**src/rtl/serial_channel_arbiter_pkg.sv**
```systemverilog
// Shared encodings for the serial channel arbiter and the downstream detector path.
package serial_pkg;

  typedef enum logic [2:0] {
    IDLE = 3'd0,
    PRE  = 3'd1,
    ID   = 3'd2,
    PAY  = 3'd3,
    GAP  = 3'd4
  } state_t;

  localparam logic [3:0] DEFAULT_PREAMBLE = 4'b1101;

endpackage

```
**src/rtl/serial_channel_arbiter_rr_pick.sv**
```systemverilog
// Combinational round-robin selector: first set request at or above ptr, with wrap.
module rr_pick #(
  parameter int N_SRC = 4,
  parameter int ID_W  = 2
) (
  input  logic [N_SRC-1:0] req,
  input  logic [ID_W-1:0]  ptr,
  output logic             valid,
  output logic [ID_W-1:0]  idx
);

  logic [ID_W-1:0] cand;

  // Walk from farthest to nearest so the nearest requester overwrites the rest.
  always_comb begin
    valid = 1'b0;
    idx   = '0;
    cand  = '0;
    for (int i = N_SRC - 1; i >= 0; i--) begin
      cand = ptr + ID_W'(i);
      if (req[cand]) begin
        valid = 1'b1;
        idx   = cand;
      end
    end
  end

endmodule

```
**src/rtl/serial_channel_arbiter.sv**
```systemverilog
// Round-robin arbiter framing one shared serial channel: preamble, source id, payload, gap.
//   state | meaning
//   IDLE  | waiting for any request, pick next source round-robin
//   PRE   | sending preamble MSB first
//   ID    | sending granted source index MSB first
//   PAY   | passing granted source payload through, len+1 bits
//   GAP   | one idle tick, frame_done, advance round-robin pointer
module serial_channel_arbiter
  import serial_pkg::*;
#(
  parameter int                 N_SRC    = 4,
  parameter int                 ID_W     = 2,
  parameter int                 LEN_W    = 4,
  parameter int                 PRE_W    = 4,
  parameter logic [PRE_W-1:0]   PREAMBLE = DEFAULT_PREAMBLE
) (
  input  logic             clk,
  input  logic             rst,
  input  logic             clk_en,
  input  logic [N_SRC-1:0] req,
  input  logic [N_SRC-1:0] ser_in,
  input  logic [LEN_W-1:0] pay_len,
  output logic [N_SRC-1:0] gnt,
  output logic             pay_shift,
  output logic             ser_out,
  output logic             ser_out_valid,
  output logic             frame_start,
  output logic             frame_done,
  output logic             busy
);

  state_t           state;
  logic [ID_W-1:0]  ptr;
  logic [ID_W-1:0]  sel;
  logic [LEN_W-1:0] bcnt;
  logic [LEN_W-1:0] len;

  logic             pick_valid;
  logic [ID_W-1:0]  pick_idx;
  logic [PRE_W-1:0] pre_sh;
  logic [ID_W-1:0]  id_sh;
  logic [N_SRC-1:0] sel_onehot;

  rr_pick #(.N_SRC(N_SRC), .ID_W(ID_W)) u_pick (
    .req   (req),
    .ptr   (ptr),
    .valid (pick_valid),
    .idx   (pick_idx)
  );

  always_ff @(posedge clk or posedge rst) begin
    if (rst) begin
      state <= IDLE;
      ptr   <= '0;
      sel   <= '0;
      bcnt  <= '0;
      len   <= '0;
    end else if (clk_en) begin
      case (state)
        IDLE: if (pick_valid) begin
          sel   <= pick_idx;
          len   <= pay_len;
          bcnt  <= '0;
          state <= PRE;
        end
        PRE: if (bcnt == LEN_W'(PRE_W - 1)) begin
          bcnt  <= '0;
          state <= ID;
        end else begin
          bcnt <= bcnt + 1'b1;
        end
        ID: if (bcnt == LEN_W'(ID_W - 1)) begin
          bcnt  <= '0;
          state <= PAY;
        end else begin
          bcnt <= bcnt + 1'b1;
        end
        // Terminal compare before increment, so len = max never wraps bcnt.
        PAY: if (bcnt == len) begin
          state <= GAP;
        end else begin
          bcnt <= bcnt + 1'b1;
        end
        GAP: begin
          ptr   <= sel + 1'b1;
          state <= IDLE;
        end
        default: state <= IDLE;
      endcase
    end
  end

  assign pre_sh     = PREAMBLE << bcnt;
  assign id_sh      = sel << bcnt;
  assign sel_onehot = N_SRC'(1) << sel;

  always_comb begin
    gnt           = '0;
    pay_shift     = 1'b0;
    ser_out       = 1'b0;
    ser_out_valid = 1'b0;
    frame_start   = 1'b0;
    frame_done    = 1'b0;
    busy          = (state != IDLE);
    case (state)
      PRE: begin
        ser_out       = pre_sh[PRE_W-1];
        ser_out_valid = 1'b1;
        gnt           = sel_onehot;
        frame_start   = (bcnt == '0);
      end
      ID: begin
        ser_out       = id_sh[ID_W-1];
        ser_out_valid = 1'b1;
        gnt           = sel_onehot;
      end
      PAY: begin
        ser_out       = ser_in[sel];
        ser_out_valid = 1'b1;
        gnt           = sel_onehot;
        pay_shift     = clk_en;
      end
      GAP: frame_done = 1'b1;
      default: ;
    endcase
  end

endmodule

```
**config.mk**
```make
export PLATFORM = sky130hd
export DESIGN_NAME = serial_channel_arbiter
export DESIGN_NICKNAME = d
export VERILOG_FILES = /design/src/rtl/serial_channel_arbiter_pkg.sv /design/src/rtl/serial_channel_arbiter_rr_pick.sv /design/src/rtl/serial_channel_arbiter.sv
export SDC_FILE = /design/constraint.sdc
export NUM_CORES = 1
export LEC_CHECK = 0
export CORE_UTILIZATION = 54
export DETAILED_ROUTE_END_ITERATION = 10
export PLACE_DENSITY = 0.9
export SYNTH_ARGS = -nofsm -noshare
export SYNTH_HDL_FRONTEND = slang
export SYNTH_SLANG_ARGS = --single-unit
export TNS_END_PERCENT = 100
```
**constraint.sdc**
```tcl
create_clock -name clk -period 3.4 [get_ports clk]
set_input_delay 0.34 -clock clk [delete_from_list [all_inputs] [get_ports clk]]
set_output_delay 0.34 -clock clk [all_outputs]
set_load 0.05 [all_outputs]
```
* After elaboration in Yosys (flattened, before gate mapping)
Index checks and enable logic that the tools add are counted.
** Word-level totals
- Bits in registers :: 15
- Input bits :: 15
- Output and inout port bits :: 10
- Logic and storage cells :: 73
** Operators by class
- Add/sub/neg operators :: 5
- Magnitude comparators :: 5
- Eq/ne operators :: 12
- Shift operators :: 3
- Mux-type cells :: 34
- Reduce and logical (&&, ||, !) cells :: 9
** Operators by type and width (number)
- $mux W4 :: 5
- $pmux W4 S4 :: 1
- $lt A2 B3 Y1 const B :: 5
- $mux W1 :: 13
- $mux W3 :: 4
- $pmux W3 S4 :: 1
- $bmux W1 S2 :: 5
- $ne A2 B2 Y1 const B :: 5
- $mux W2 :: 4
- $eq A3 B2 Y1 const B :: 2
- $reduce_and A5 Y1 :: 1
- $add A2 B1 Y2 const B :: 2
- $add A2 B2 Y2 const B :: 2
- $add A4 B1 Y4 const B :: 1
- $eq A4 B1 Y1 const B :: 1
- $eq A4 B2 Y1 const B :: 1
- $eq A4 B4 Y1 :: 1
- $logic_not A4 Y1 :: 1
- $reduce_and A4 Y1 :: 1
- $reduce_bool A4 Y1 :: 1
- $shl A1 B2 Y4 const A :: 1
- $shl A2 B4 Y2 :: 1
- $shl A4 B4 Y4 const A :: 1
- $eq A3 B1 Y1 const B :: 1
- other kinds (7) :: 7

* Longest topological paths before layout
Gate-level depths: netlist (run 1).
- Depth after elaboration :: 9
- Gate-level depth with buffers :: 6
- Depth with buffers taken out :: 6

* Modules after synthesis
A second synthesis (run 1) with hierarchy kept.
** Unflattened totals
- Cell total of the unflattened synthesis :: 116
- Area total of the unflattened synthesis :: 1117.3 um2
** Modules (own cells, without submodules)
- serial_channel_arbiter :: times used 1, cells each 103, area an instance 1039.7 um2
- rr_pick :: times used 1, cells each 13, area an instance 77.6 um2

* Least setup slack after synthesis (run 1)
OpenSTA, ideal clock, no wires.
- Kind :: register -> output
- Start :: reg state[0]
- End :: out ser_out
- Data arrival time :: 1939 ps
- Setup slack :: 1121 ps
- Stages on the path, launching flop included :: 6
- Path through :: dfrtp_1 buf_4 or3b_1 a21oi_1 o221ai_1 a21oi_1
** On the way
- Cells in the longest elaborated chain, start to end :: 2
** Ends and longest elaborated chain
- start: declaration :: RTL line serial_channel_arbiter.sv:32 : state_t state;
- start signal: assignment :: RTL line serial_channel_arbiter.sv:53 : state <= IDLE;
- start signal: assignment :: RTL line serial_channel_arbiter.sv:64 : state <= PRE;
- start signal: assignment :: RTL line serial_channel_arbiter.sv:68 : state <= ID;
- $eq A3 B2 Y1 or $eq A3 B1 Y1 (tied branches) :: RTL line serial_channel_arbiter.sv:105 : case (state)
- $pmux W1 S3 (*) :: RTL line serial_channel_arbiter.sv:105
- end: declaration :: RTL line serial_channel_arbiter.sv:25 : output logic ser_out,
Every way passes the cells marked *; elsewhere a longest branch is shown, timed or not.

* Worst setup path after layout (run 1)
- Start :: reg state[1]
- End :: out ser_out
Same word-level chain as after synthesis.

==> results by group, run 1 <==
Placed design
  – Post-detail-place hpwl: 1950 um
  – DP Worst Slack: 0.778 ns
  – Routability cong.: 0.943
  – IO Port Bufs: 24

Clocking
  – Number of gates resized after cts: 0
  – Clk Tree Root Cell: clkbuf_4
  – CTS H-tree depth: 1
  – CTS tree: yes
  – Clock latency on the worst-skew pair: 0.29 ns
  – Hold buffers post-CTS: 0
  – Setup bufs post-CTS: 0
  – CTS max path bufs: 2
  – Clk pin slew, worst setup/hold paths: 0.09 ns
  – Clock Sinks: 15
  – TritonCTS buffer count: 3

Synthesis
  – Compound-Gate Fraction of Synth Area: 17.4%
  – Post-synthesis xor/xnor area fraction: 3.01%
  – Netlist cell types: 47
  – Post-Syn Instances: 118
  – Ys Warns: 0
  – Synth Flop Type: dfrtp_1
  – Adder-cell share of the synthesized area: 7.53%
  – Largest family of logic cells by synthesized area: simple AND/OR/NAND/NOR gates
  – Seq cells post-synth: 15
  – Post-synth EDFFs: 0
  – Syn nets: 140
  – Commonest cells post-synth: dfrtp_1 (15), inv_1 (10), and2_1 (7), ha_1 (7)
  – Post-Synth Simple-Gate Area: 22.9%
  – Synthesized area per cell: 9.85 sq um
  – Share of the synthesized area in the top cell type: 32.3%
  – Most frequent cell after synthesis: dfrtp_1
  – Post-synthesis sequential area ratio: 32.3%
  – Mapped Area: 1160 sq um
  – Post-synthesis mux area share: 11.2%
  – Synth area leaders: dfrtp_1 (32%), ha_1 (7.5%), mux2_2 (5.8%), and2_1 (3.8%), mux2i_1 (3.4%)
  – Async set or reset register ratio after synthesis: 100%
  – Post-synth top area cell: dfrtp_1

Timing
  – Period utilization: 86.8%
  – Fin. Hold Viols: 0
  – Max transition margin: 62.0%
  – Max Freq: 339 MHz
  – Worst setup margin: 0.447 ns
  – RSZ-0062 raised after global routing: false
  – Slew Limit Fails: 0
  – Endpoints failing setup: 0
  – Setup TNS: 0 ns
  – Max Clock Skew: 0.00519 ns
  – Period minus WS final: 2.95 ns
  – Worst slew pin tran: 0.569 ns

Layout
  – Multi-input gate area: 722 sq um
  – Nets: 165
  – Area grow syn2layout: 23.5%
  – Antenna cells: 0
  – Post-layout util: 71.7%
  – # fillers: 152
  – Sequential cell area: 375 sq um
  – Layout cell share with drive strength beyond 1: 14.1%

GRT
  – Vias in the first global route: 978
  – First-pass GRT wire length: 4240 um
  – Total track usage: 23.6%
  – Initial antenna violation count: 0
  – Remaining global-route overflow: 0
  – Largest net degree at the start of global routing: 16

Floorplanning
  – Vert. Die Dim: 48.4 um
  – Die W: 48.4 um
  – Top Ports: 25
  – Num rows: 16
  – Die area: 2340 sq um
  – Initial Utilization: 58.1%
  – Floorplan core area: 2000 sq um

Pwr
  – Static Leak: 0.632 nW
  – Worst vdd ir: 0.000414 V
  – Power density cells: 676 nW/um^2

Critical path
  – Slowest-stage cell, CP: clkdlybuf4s50_1
  – Setup Crit Path Kind: reg2out
  – Critical path buffers and inverters: 2
  – Data required, critical path: 3.06 ns
  – Worst path cell trace: inv_1 -> a2111oi_0 -> o221ai_1 -> a21oi_1 -> clkdlybuf4s50_1
  – Flop2flop setup slack: 1.71 ns
  – CP delay by family, top: buffers and inverters
  – Crit. End Element: output pin
  – Worst Setup Start Kind: flop
  – WP data arrival: 2.61 ns
  – Slowest stage delay, CP: 0.82 ns
  – Max Fanout on Critical Path: 11

Detailed routing
  – Routed WL: 2470 um
  – DR WL/cell: 14.6 um
  – Post-DRT Antenna Nets: 0
  – Via density: 5.95
  – Drt pass-1 iters: 4
  – Starting DRT DRC Count: 22
  – Via Count: 1006
  – # DRC: 0

Flow run
  – Max_cap viols: 0

Worst hold path
  – Worst min-delay path class: in2async

Run status
  – Status: finished, final reports clean
==> cells in the final DEF (no fill, tap or decap), types with 3 or more instances in the layout <==
cell type and n:
a211oi_1 4, a21oi_1 4, and2_1 7, and3_1 3
clkbuf_4 3, clkdlybuf4s50_1 24, dfrtp_1 15, ha_1 7
inv_1 10, mux2_2 6, mux2i_1 4, nand2_1 4
nor2_1 6, nor2b_1 3, xor2_1 4
==> routing by layer <==
layer,vias up,GRT usage (%),wire length [um]
li1,473,-,-
met1,481,29.7,1010
met2,43,39.0,1250
met3,9,3.46,152
met4,0,12.7,68
met5,-,0,0
==> state kept, by name, indices dropped and copies added, names as in the netlist <==
register,flops
state,3
bcnt,4
len,4
ptr,2
sel,2
==> area by class of cell <==
cell class	instances	share of cell area, %
Multi-Input combinational cell	89	50.3
Sequential cell	15	26.2
Timing Repair Buffer	24	16.7
Inverter	10	2.62
Tap cell	27	2.35
Clock buffer	4	1.83
==> kinds of logic after synthesis <==
kind of cell,count (synthesis)
xor+xnor,4
buf+inv,14
simple gates,41
flops,15
mux,11
fa+ha+maj,7
compound gates,26
==> stage by stage <==
stage                     std cells  cell area (sq um)  hold WS, ns  total power (W)
after global placement          165               1410        0.510         0.000842
after detailed placement        165               1410        0.515         0.000864
after CTS                       169               1440        0.418         0.000969
after global routing            169               1440        0.476          0.00103
final                           169               1440        0.395         0.000970
after floorplan                 118               1160        0.241         0.000720
==> worst paths after layout <==
kind,to,start,depth (start not counted)
max reg2reg,bcnt[2]$_DFFE_PP0P_,bcnt[1]$_DFFE_PP0P_,6
max in group asynchronous,bcnt[1]$_DFFE_PP0P_,rst,2
min in group clk,len[1]$_DFFE_PP0P_,len[1]$_DFFE_PP0P_,1
min,len[3]$_DFFE_PP0P_,rst,2
max,ser_out,state[1]$_DFFE_PP0P_,5
min reg2reg,len[1]$_DFFE_PP0P_,len[1]$_DFFE_PP0P_,1
==> power by group <==
group          switching (W)  internal, W
registers           0.000100     0.000232
clock network      0.0000591    0.0000456
logic               0.000310     0.000223
total               0.000469     0.000501
No activity file was read; power rests on OpenSTA's default activity.
==> run 2: changes to the inputs <==
Settings changed: TNS_END_PERCENT 100 to unset.
==> results of run 2 <==
Final layout, timing and power as in run 1 (identical DEF).
